## src/rtl/ysyx_22051013_ctrl_fsm_pkg.sv

```systemverilog
`default_nettype none
// ============================================================================
// Module      : ysyx_22051013_ctrl_fsm_pkg
// Description : Shared definitions for the multi-cycle core control FSM:
//               3-bit state encodings (also used by debug/trace logic),
//               the default handshake timeout and a counter-width helper.
// Revision    : 1.0 - initial release
// ============================================================================
package ysyx_22051013_ctrl_fsm_pkg;

    // State encodings. The numeric values are visible on state_o, so trace
    // tooling may rely on them; do not renumber.
    typedef enum logic [2:0] {
        ST_IDLE   = 3'd0,
        ST_FETCH  = 3'd1,
        ST_DECODE = 3'd2,
        ST_EXEC   = 3'd3,
        ST_MEM    = 3'd4,
        ST_WB     = 3'd5,
        ST_HALT   = 3'd6,
        ST_ERR    = 3'd7
    } state_t;

    // Default maximum number of wait cycles for a memory handshake.
    localparam int c_timeout_default = 255;

    // Wait-counter width: at least 8 bits, wider if the timeout needs it.
    function automatic int cnt_width(input int timeout);
        return (timeout < 256) ? 8 : $clog2(timeout + 1);
    endfunction

endpackage
`default_nettype wire

```

## src/rtl/ysyx_22051013_ctrl_fsm.sv

```systemverilog
`default_nettype none
// ============================================================================
// Module      : ysyx_22051013_ctrl_fsm
// Description : Multi-cycle control FSM for a simple core.
//               IDLE -> FETCH -> DECODE -> EXEC -> [MEM] -> WB -> FETCH ...
//               ebreak in DECODE parks the machine in HALT; a memory
//               handshake that exceeds TIMEOUT wait cycles parks it in ERR.
//               Both terminal states are left only through reset.
// Ports       : clk          - core clock, rising edge
//               rst          - asynchronous reset, active low
//               imem_req     - instruction fetch request (FETCH)
//               imem_ready   - fetch data valid
//               ir_we        - latch fetched instruction into IR
//               dec_is_mem   - decoded instruction accesses data memory
//               dec_is_store - decoded instruction is a store
//               dec_jump     - decoded instruction redirects the PC
//               dec_ebreak   - decoded instruction is ebreak
//               dmem_req     - data memory request (MEM)
//               dmem_we      - data memory store strobe
//               dmem_ready   - data memory access complete
//               rf_we        - register file write enable (WB)
//               pc_we        - PC update strobe (WB)
//               pc_sel       - 1: jump target, 0: PC+4
//               halted       - ebreak reached (sticky)
//               err          - handshake timeout (sticky)
//               state_o      - current state encoding for debug/trace
// Revision    : 1.0 - initial release
// ============================================================================
module ysyx_22051013_ctrl_fsm
    import ysyx_22051013_ctrl_fsm_pkg::*;
#(
    parameter int TIMEOUT = c_timeout_default
) (
    input  logic       clk,
    input  logic       rst,
    output logic       imem_req,
    input  logic       imem_ready,
    output logic       ir_we,
    input  logic       dec_is_mem,
    input  logic       dec_is_store,
    input  logic       dec_jump,
    input  logic       dec_ebreak,
    output logic       dmem_req,
    output logic       dmem_we,
    input  logic       dmem_ready,
    output logic       rf_we,
    output logic       pc_we,
    output logic       pc_sel,
    output logic       halted,
    output logic       err,
    output logic [2:0] state_o
);

    localparam int                 c_cnt_w   = cnt_width(TIMEOUT);
    localparam logic [c_cnt_w-1:0] c_timeout = c_cnt_w'(TIMEOUT);

    state_t             r_state;
    state_t             w_state_nxt;
    logic [c_cnt_w-1:0] r_cnt;
    logic [c_cnt_w-1:0] w_cnt_nxt;
    logic               w_timeout;

    // The counter holds the number of unanswered request cycles already
    // spent in the current FETCH/MEM visit. Ready in the cycle where it
    // equals TIMEOUT still completes the handshake normally.
    assign w_timeout = (r_cnt >= c_timeout);

    always_ff @(posedge clk or negedge rst) begin
        if (!rst) begin
            r_state <= ST_IDLE;
            r_cnt   <= '0;
        end else begin
            r_state <= w_state_nxt;
            r_cnt   <= w_cnt_nxt;
        end
    end

    // Next-state and output decode. The counter defaults to zero, so it is
    // automatically cleared on every entry to FETCH or MEM; it only counts
    // while a request stays unanswered in one of those states.
    always_comb begin
        w_state_nxt = r_state;
        w_cnt_nxt   = '0;
        imem_req    = 1'b0;
        ir_we       = 1'b0;
        dmem_req    = 1'b0;
        dmem_we     = 1'b0;
        rf_we       = 1'b0;
        pc_we       = 1'b0;
        pc_sel      = 1'b0;
        halted      = 1'b0;
        err         = 1'b0;

        case (r_state)
            ST_IDLE: begin
                w_state_nxt = ST_FETCH;
            end

            ST_FETCH: begin
                imem_req = 1'b1;
                if (imem_ready) begin
                    ir_we       = 1'b1;
                    w_state_nxt = ST_DECODE;
                end else if (w_timeout) begin
                    w_state_nxt = ST_ERR;
                end else begin
                    w_cnt_nxt = r_cnt + 1'b1;
                end
            end

            ST_DECODE: begin
                w_state_nxt = dec_ebreak ? ST_HALT : ST_EXEC;
            end

            ST_EXEC: begin
                w_state_nxt = dec_is_mem ? ST_MEM : ST_WB;
            end

            ST_MEM: begin
                dmem_req = 1'b1;
                dmem_we  = dec_is_store;
                if (dmem_ready) begin
                    w_state_nxt = ST_WB;
                end else if (w_timeout) begin
                    w_state_nxt = ST_ERR;
                end else begin
                    w_cnt_nxt = r_cnt + 1'b1;
                end
            end

            ST_WB: begin
                pc_we       = 1'b1;
                pc_sel      = dec_jump;
                rf_we       = ~dec_is_store;
                w_state_nxt = ST_FETCH;
            end

            ST_HALT: begin
                halted = 1'b1;
            end

            ST_ERR: begin
                err = 1'b1;
            end

            default: begin
                w_state_nxt = ST_IDLE;
            end
        endcase
    end

    assign state_o = r_state;

endmodule
`default_nettype wire

```

## config.mk

```make
export PLATFORM = sky130hd
export DESIGN_NAME = ysyx_22051013_ctrl_fsm
export DESIGN_NICKNAME = d
export VERILOG_FILES = /design/src/rtl/ysyx_22051013_ctrl_fsm_pkg.sv /design/src/rtl/ysyx_22051013_ctrl_fsm.sv
export SDC_FILE = /design/constraint.sdc
export NUM_CORES = 1
export LEC_CHECK = 0
export CAP_MARGIN = 30
export CORE_UTILIZATION = 35
export CTS_CLUSTER_SIZE = 14
export DETAILED_ROUTE_END_ITERATION = 16
export GPL_TIMING_DRIVEN = 0
export SETUP_SLACK_MARGIN = 0.4
export SLEW_MARGIN = 10
export SYNTH_ARGS = -nofsm -noshare
export SYNTH_HDL_FRONTEND = slang
export SYNTH_SLANG_ARGS = --single-unit
```

## constraint.sdc

```tcl
create_clock -name clk -period 1.2 [get_ports clk]
set_input_delay 0.24 -clock clk [delete_from_list [all_inputs] [get_ports clk]]
set_output_delay 0.24 -clock clk [all_outputs]
set_load 0.01 [all_outputs]
```

# Word-level counts from Yosys, hierarchy flattened
# Index checks and enable logic that the tools add are counted.
# Widths: inputs -> output; s select.
[word_totals]
elab_cells = 35
out_inout_bits = 12
latch_bits = 0
regBits = 11
ramBits = 0
inputBits = 8
rom_bits = 0
memories = 0
[op_classes]
mux = 20
n_eq_ne = 7
order_cmp = 1
bitwise_logic = 1
n_reduce_logical = 3
shift = 0
add_sub_neg = 1
multipliers = 0
div = 0
[op_table]
columns = ["op", "n"]
rows = [
  ["$mux 8", 3],
  ["$pmux 8 s2", 1],
  ["$pmux 3 s5", 1],
  ["$eq 3x3->1 const B", 4],
  ["$mux 3", 4],
  ["$mux 1", 11],
  ["$add 8x1->8 const B", 1],
  ["$ge 8x8->1 const B", 1],
  ["$eq 3x2->1 const B", 2],
  ["$reduce_bool 5->1", 1],
  ["$eq 3x1->1 const B", 1],
  ["$logic_not 3->1", 1],
  ["$reduce_or 2->1", 1],
  ["$not 1->1", 1],
]

# Longest topological paths before layout
# Gate-level depths: netlist of run 1.
[logic_depth]
depth_word = 4
ltp_mapped = 5
depth_no_buf = 5

# Worst setup path before layout of run 1
# Ideal clock, no wire load.
[synth_path]
path_type = "register -> output"
start = "reg r_state[0], in the netlist state_o[0]"
end = "out dmem_we"
n_path_buf = 1
stages_incl_launch_ff = 5
arrival_time_ps = 1166
required_time_ps = 960
slack_ps = -206
path_cell_list = "dfrtp_1 > buf_4 > nand2b_1 > nor2_1 > and2_1"
[synth_between]
elab_chain_len = 2
[synth_lines]
columns = ["item", "line_no", "source"]
rows = [
  ["start: declaration", "ysyx_22051013_ctrl_fsm.sv:57", "state_t r_state;"],
  ["start signal: assignment", "ysyx_22051013_ctrl_fsm.sv:73", "r_state <= w_state_nxt;"],
  ["$eq 3x3->1", "ysyx_22051013_ctrl_fsm.sv:94", "case (r_state)"],
  ["$mux 1", "ysyx_22051013_ctrl_fsm.sv:94", ""],
  ["end: declaration", "ysyx_22051013_ctrl_fsm.sv:44", "output logic dmem_we,"],
]
# No other way between the ends.

# Final worst setup path of run 1
# Same ends and word-level chain as after synthesis.

==> flow_summary.json, run 1 <==
{
  "run_status": "complete, but fails checks",
  "violations": "setup timing",
  "yosys_warnings": 0,
  "start_util_pct": 38.6,
  "setup_viol": 21,
  "grt_pass1_vias": 672,
  "diodes": 0,
  "routed_via_density": 5.36,
  "rows": 15,
  "coreArea_um2": 1780,
  "grt_usage_pct": 20.6,
  "path_buf_inv": 2,
  "clk_latency_ns": 0.26,
  "first_pass_iters": 4,
  "rsz0062_at_grt": "yes",
  "cp-start-kind": "flop",
  "finalHoldViolations": 0,
  "grt_first_pass_wirelength_um": 3120,
  "critPathTopFamily": "flip-flops",
  "detail_route.wl_per_cell_um": 14.2,
  "clock_skew_ns": 0.00132,
  "cpPeakStageDelay_ns": 0.40,
  "period_share_pct": 126,
  "reg2reg_depth": 6,
  "min_path_type": "in -> async",
  "max_freq_mhz": 660,
  "die_h_um": 46.3,
  "netlist_instances": 75,
  "antenna_found_initial": 0,
  "drt-initial-drc-count": 5,
  "tightest_slew_ns": 0.505,
  "wl_um": 2050,
  "fill_cells": 125,
  "reg2reg_slack_ns": -0.21,
  "yosysSeqAreaShare_pct": 40.0,
  "mostFrequentLayoutCells": "buf_6 (14), buf_4 (13), dfrtp_1 (8), clkdlybuf4s50_1 (7), buf_2 (6)",
  "critical_path_required_ns": 0.96,
  "die_area_um2": 2150,
  "ant_nets": 0,
  "leakage_nw": 0.548,
  "reg2reg_to": "r_cnt[3]",
  "layout_min_cycle_time_ns": 1.52,
  "nets": 129,
  "cts_hold_buffers": 0,
  "clk_pin_slew_ns": 0.07,
  "reg2reg_from": "state_o[2]",
  "final_util_pct": 71.7,
  "synth_area_per_cell_um2": 9.18,
  "grt_max_degree": 12,
  "drc": 0,
  "worstSetupEndpointType": "output pin",
  "crit_type": "reg -> out",
  "grt.overflow.total": 0,
  "die_w_um": 46.3,
  "cp.arrival_ns": 1.28,
  "powerDensity_nw_per_um2": 2130,
  "cp.depth": 5,
  "numCtsBuffers": 3,
  "cpMostUsedCell": "buf_6",
  "syn-cell-area_um2": 688,
  "fin_setup_tns_ns": -3.51,
  "final_area_um2": 1280,
  "maxCapViolations": 0,
  "synth_seq_cells": 11,
  "cts_sinks": 11,
  "htreeDepth": 1,
  "place_area_um2": 1000,
  "drv_slew": 0,
  "tritoncts": "yes",
  "fin_ws_ns": -0.315,
  "dr_total_vias": 772,
  "root_buffer": "clkbuf_4",
  "vdd_ir_drop_max_uv": 1500,
  "slew_headroom_pct": 66.2,
  "dp_hpwl_um": 1210,
  "layout_commonest_cell": "buf_6",
  "place_ws_ns": -0.592,
  "cp_cell_sequence": "buf_6, nand2b_4, nor2_4, and2_4, buf_6",
  "slowest_stage": "dfrtp_1",
  "portBuffers": 19,
  "ys_types": 33,
  "clockBufferDepth": 2,
  "syn-num-nets": 84,
  "worstPathMaxFanout": 4,
  "final_layout_size_suffix_gt1_share_pct": 63.0,
  "top_level_ports": 20,
  "place_congestion": 0.795,
  "area_growth_syn_to_layout_pct": 85.8
}
state kept, by name, indices dropped and copies added (netlist names):
register	cells
state_o	3
r_cnt	8
routing by layer:
layer,wire length (um),vias to the layer above,global-route usage (%)
met4,0,0,5.88
li1,-,363,-
met5,0,-,0
met3,114,0,6.67
met2,1030,22,30.0
met1,906,387,28.6
where the power goes:
group / switching [W] / total [W] / internal (W)
Clock: 0.000121 / 0.000250 / 0.000129
Sequential: 0.0000965 / 0.000547 / 0.000451
Combinational: 0.000837 / 0.00192 / 0.00109
logic make-up (layout without fill, tap and decap cells):
| logic type | Yosys count | after routing | share of synthesized area (%) |
|---|---|---|---|
| and+or+nand+nor | 32 | 32 | 27.1 |
| adders and majority gates | 1 | 1 | 1.82 |
| AOI/OAI and AO/OA | 21 | 21 | 22.0 |
| buffers and inverters | 6 | 50 | 3.82 |
| xor gates and xnor gates | 3 | 3 | 3.82 |
| muxes | 1 | 1 | 1.45 |
| DFF | 11 | 11 | 40.0 |
metrics by stage:
| step | hold WS (ns) | std cells | total power, W |
|---|---|---|---|
| final | 0.311 | 144 | 0.00272 |
| after global routing | 0.346 | 144 | 0.00290 |
| after CTS | 0.310 | 137 | 0.00238 |
| after detailed placement | 0.527 | 119 | 0.00168 |
| after global placement | 0.520 | 119 | 0.00167 |
| after floorplan | -0.0556 | 75 | 0.00128 |
synth_stat cells:
cell | n | area (um2)
nand2b_4 | 2 | 27.5
nand2b_1 | 2 | 12.5
a31oi_1 | 2 | 12.5
nor2_1 | 12 | 45.0
and4_1 | 2 | 17.5
a41oi_1 | 1 | 8.76
and2_1 | 2 | 12.5
a31o_2 | 1 | 8.76
o21ai_0 | 6 | 30.0
o211ai_1 | 1 | 7.51
a311oi_1 | 1 | 8.76
a21oi_1 | 2 | 10.0
a32oi_1 | 1 | 8.76
inv_1 | 4 | 15.0
or3_1 | 1 | 6.26
nor2b_1 | 1 | 6.26
a22o_1 | 1 | 8.76
o311ai_2 | 1 | 16.3
nor3_1 | 2 | 10.0
nor3b_1 | 1 | 7.51
nand2_1 | 5 | 18.8
dfrtp_1 | 11 | 275
a211oi_1 | 2 | 15.0
xor2_1 | 2 | 17.5
clkbuf_1 | 1 | 3.75
o21ai_2 | 1 | 8.76
mux2i_1 | 1 | 10.0
ha_1 | 1 | 12.5
nand3_2 | 1 | 10.0
xnor2_1 | 1 | 8.76
o21bai_1 | 1 | 7.51
buf_4 | 1 | 7.51
nor3b_2 | 1 | 12.5
how the worst max path moves through the flow:
stage | from | endpoint | slack, ns
floorplan | state_o[0] | dmem_we | -0.04
global placement | imem_ready | ir_we | -0.59
detailed placement | imem_ready | ir_we | -0.59
CTS | state_o[0] | dmem_we | -0.32
global route | state_o[0] | dmem_we | -0.38
finish | state_o[0] | dmem_we | -0.32
final cells by class:
type                    instances  area, um2  share of cell area [%]
repair buffers                 40        358                    28.0
clock buffers                   4       26.3                    2.05
flip-flops and latches         11        279                    21.8
multi-input cells              58        528                    41.3
inverters                       4       20.0                    1.57
plain buffers                   2       36.3                    2.84
well taps                      25       31.3                    2.45
what timing repair did:
item                                    CTS  global route
endpoints found under the hold margin     0             0
resized for setup                        68            15
pin swaps                                 8             9
endpoints found under the setup margin   23            23
gates cloned                              1             0
buffers inserted                         13             7
(Power assumes the default switching activity.)
==> run 2, diff against run 1 <==
--- a/config.mk
+++ b/config.mk
@@ -5,11 +5,11 @@
 export SDC_FILE = /design/constraint.sdc
 export NUM_CORES = 1
 export LEC_CHECK = 0
-export CAP_MARGIN = 30
-export CORE_UTILIZATION = 35
+export CORE_UTILIZATION = 41
 export CTS_CLUSTER_SIZE = 14
 export DETAILED_ROUTE_END_ITERATION = 16
 export GPL_TIMING_DRIVEN = 0
+export PLACE_DENSITY = 0.73
 export SETUP_SLACK_MARGIN = 0.4
 export SLEW_MARGIN = 10
 export SYNTH_ARGS = -nofsm -noshare
==> flow_summary.json, run 2 (synthesized netlist as in run 1, its figures left out) <==
{
  "multi_input_area_um2": 534,
  "worstPathMaxFanout": 3,
  "nets": 135,
  "powerDensity_nw_per_um2": 2250,
  "run_status": "complete, but fails checks",
  "rows": 14,
  "layout_commonest_cell": "buf_6",
  "top_level_ports": 20,
  "layout_min_cycle_time_ns": 1.53,
  "timing.hold.ws_ns": 0.296,
  "die_area_um2": 1850,
  "maxCapViolations": 0,
  "max_freq_mhz": 654,
  "clk_pin_slew_ns": 0.07,
  "grt_usage_pct": 24.4,
  "numCtsBuffers": 3,
  "grt_pass1_vias": 791,
  "grt_max_degree": 12,
  "clock_skew_ns": 0.00262,
  "cp_cell_sequence": "buf_6, buf_12, nand2b_4, nor2_4, buf_4, buf_6",
  "final_layout_size_suffix_gt1_share_pct": 61.6,
  "tritoncts": "yes",
  "slew_headroom_pct": 67.1,
  "cts_hold_buffers": 0,
  "vdd_ir_drop_max_uv": 1650,
  "dp_hpwl_um": 1130,
  "cp-start-kind": "flop",
  "crit_type": "reg -> out",
  "finalNonFillerCells": 141,
  "dr_total_vias": 822,
  "detail_route.wl_per_cell_um": 18.7,
  "cts_sinks": 11,
  "rsz0062_at_grt": "yes",
  "worstSetupEndpointType": "output pin",
  "portBuffers": 19,
  "mostFrequentLayoutCells": "buf_6 (19), buf_4 (14), dfrtp_1 (9), clkdlybuf4s50_1 (7)",
  "placed_cells": 110,
  "slowest_stage": "dfrtp_1",
  "max_flop_register": "r_cnt",
  "cpPeakStageDelay_ns": 0.41,
  "fin_ws_ns": -0.329,
  "grt_first_pass_wirelength_um": 3410,
  "coreArea_um2": 1540,
  "first_pass_iters": 4,
  "clockBufferDepth": 2,
  "wl_um": 2630,
  "cp.arrival_ns": 1.29,
  "tightest_slew_ns": 0.492,
  "largest_reg_flops": 8,
  "ant_nets": 0,
  "fin_setup_tns_ns": -5.08,
  "period_share_pct": 127,
  "root_buffer": "clkbuf_4",
  "diodes": 0,
  "antenna_found_initial": 0,
  "grt.overflow.total": 0,
  "min_path_type": "in -> async",
  "drv_slew": 0,
  "leakage_nw": 0.594,
  "setup_viol": 23,
  "cpMostUsedCell": "buf_6",
  "place_congestion": 0.856,
  "place_ws_ns": -0.555,
  "ff_latch_area_um2": 278,
  "critical_path_required_ns": 0.96,
  "drt-initial-drc-count": 28,
  "die_w_um": 43.0,
  "finalHoldViolations": 0,
  "final_area_um2": 1360,
  "place_area_um2": 992,
  "start_util_pct": 44.6,
  "routed_via_density": 5.83,
  "htreeDepth": 1,
  "violations": "setup timing",
  "die_h_um": 43.0,
  "area_growth_syn_to_layout_pct": 96.9,
  "fill_cells": 80,
  "drc": 0,
  "clk_latency_ns": 0.27
}
==> run 2: path summary, 6_finish.rpt <==
kind                       startpoint          to  slack [ns]  depth (start not counted)
setup / recovery           state_o[0]    imem_req       -0.33                          6
hold / removal                    rst    r_cnt[5]        0.30                          1
setup reg to reg           state_o[0]    r_cnt[0]       -0.29                          7
hold reg to reg              r_cnt[6]    r_cnt[6]        0.63                          2
max in group asynchronous         rst  state_o[1]        0.55                          1
min in group clk             r_cnt[6]    r_cnt[6]        0.63                          2
==> run 2: through the flow <==
stage / util [%] / total power [W]
after floorplan: - / 0.00128
after global placement: 64.4 / 0.00165
after detailed placement: 64.4 / 0.00166
after CTS: 78.2 / 0.00252
after global routing: 87.9 / 0.00322
final: 87.9 / 0.00305
==> run 2: cell type report <==
class	count	area share, %
multi-input cells	58	39.4
repair buffers	46	32.3
flip-flops and latches	11	20.5
plain buffers	2	2.68
clock buffers	4	1.94
inverters	4	1.66
well taps	16	1.48
==> run 2: critical path, delay by kind of cell, from the launching register on <==
kind / cells / cell delay, ns
flops: 1 / 0.41
buf+inv: 4 / 0.49
simple gates: 2 / 0.11
==> run 2: layer usage <==
metal | global-route usage [%] | routed length, um | share of wire [%] | up-vias
li1 | - | - | - | 375
met1 | 30.3 | 1150 | 44 | 403
met2 | 39.4 | 1290 | 49 | 38
met3 | 11.5 | 174 | 6.6 | 6
met4 | 4.24 | 19 | 0.72 | 0
met5 | 0 | 0 | 0 | -
==> run 2: what timing repair did <==
action | 4_1_cts | 5_1_grt
setup endpoints to repair | 23 | 23
gates resized for setup | 67 | 24
setup buffers | 19 | 8
gates cloned | 0 | 0
pin swaps | 8 | 2
==> run 2: report_power, final <==
group | leakage (nW) | total [W] | internal [W] | switching, W
Sequential | 0.146 | 0.000551 | 0.000448 | 0.000103
Clock | 0.0150 | 0.000259 | 0.000129 | 0.000130
Combinational | 0.434 | 0.00224 | 0.00131 | 0.000938
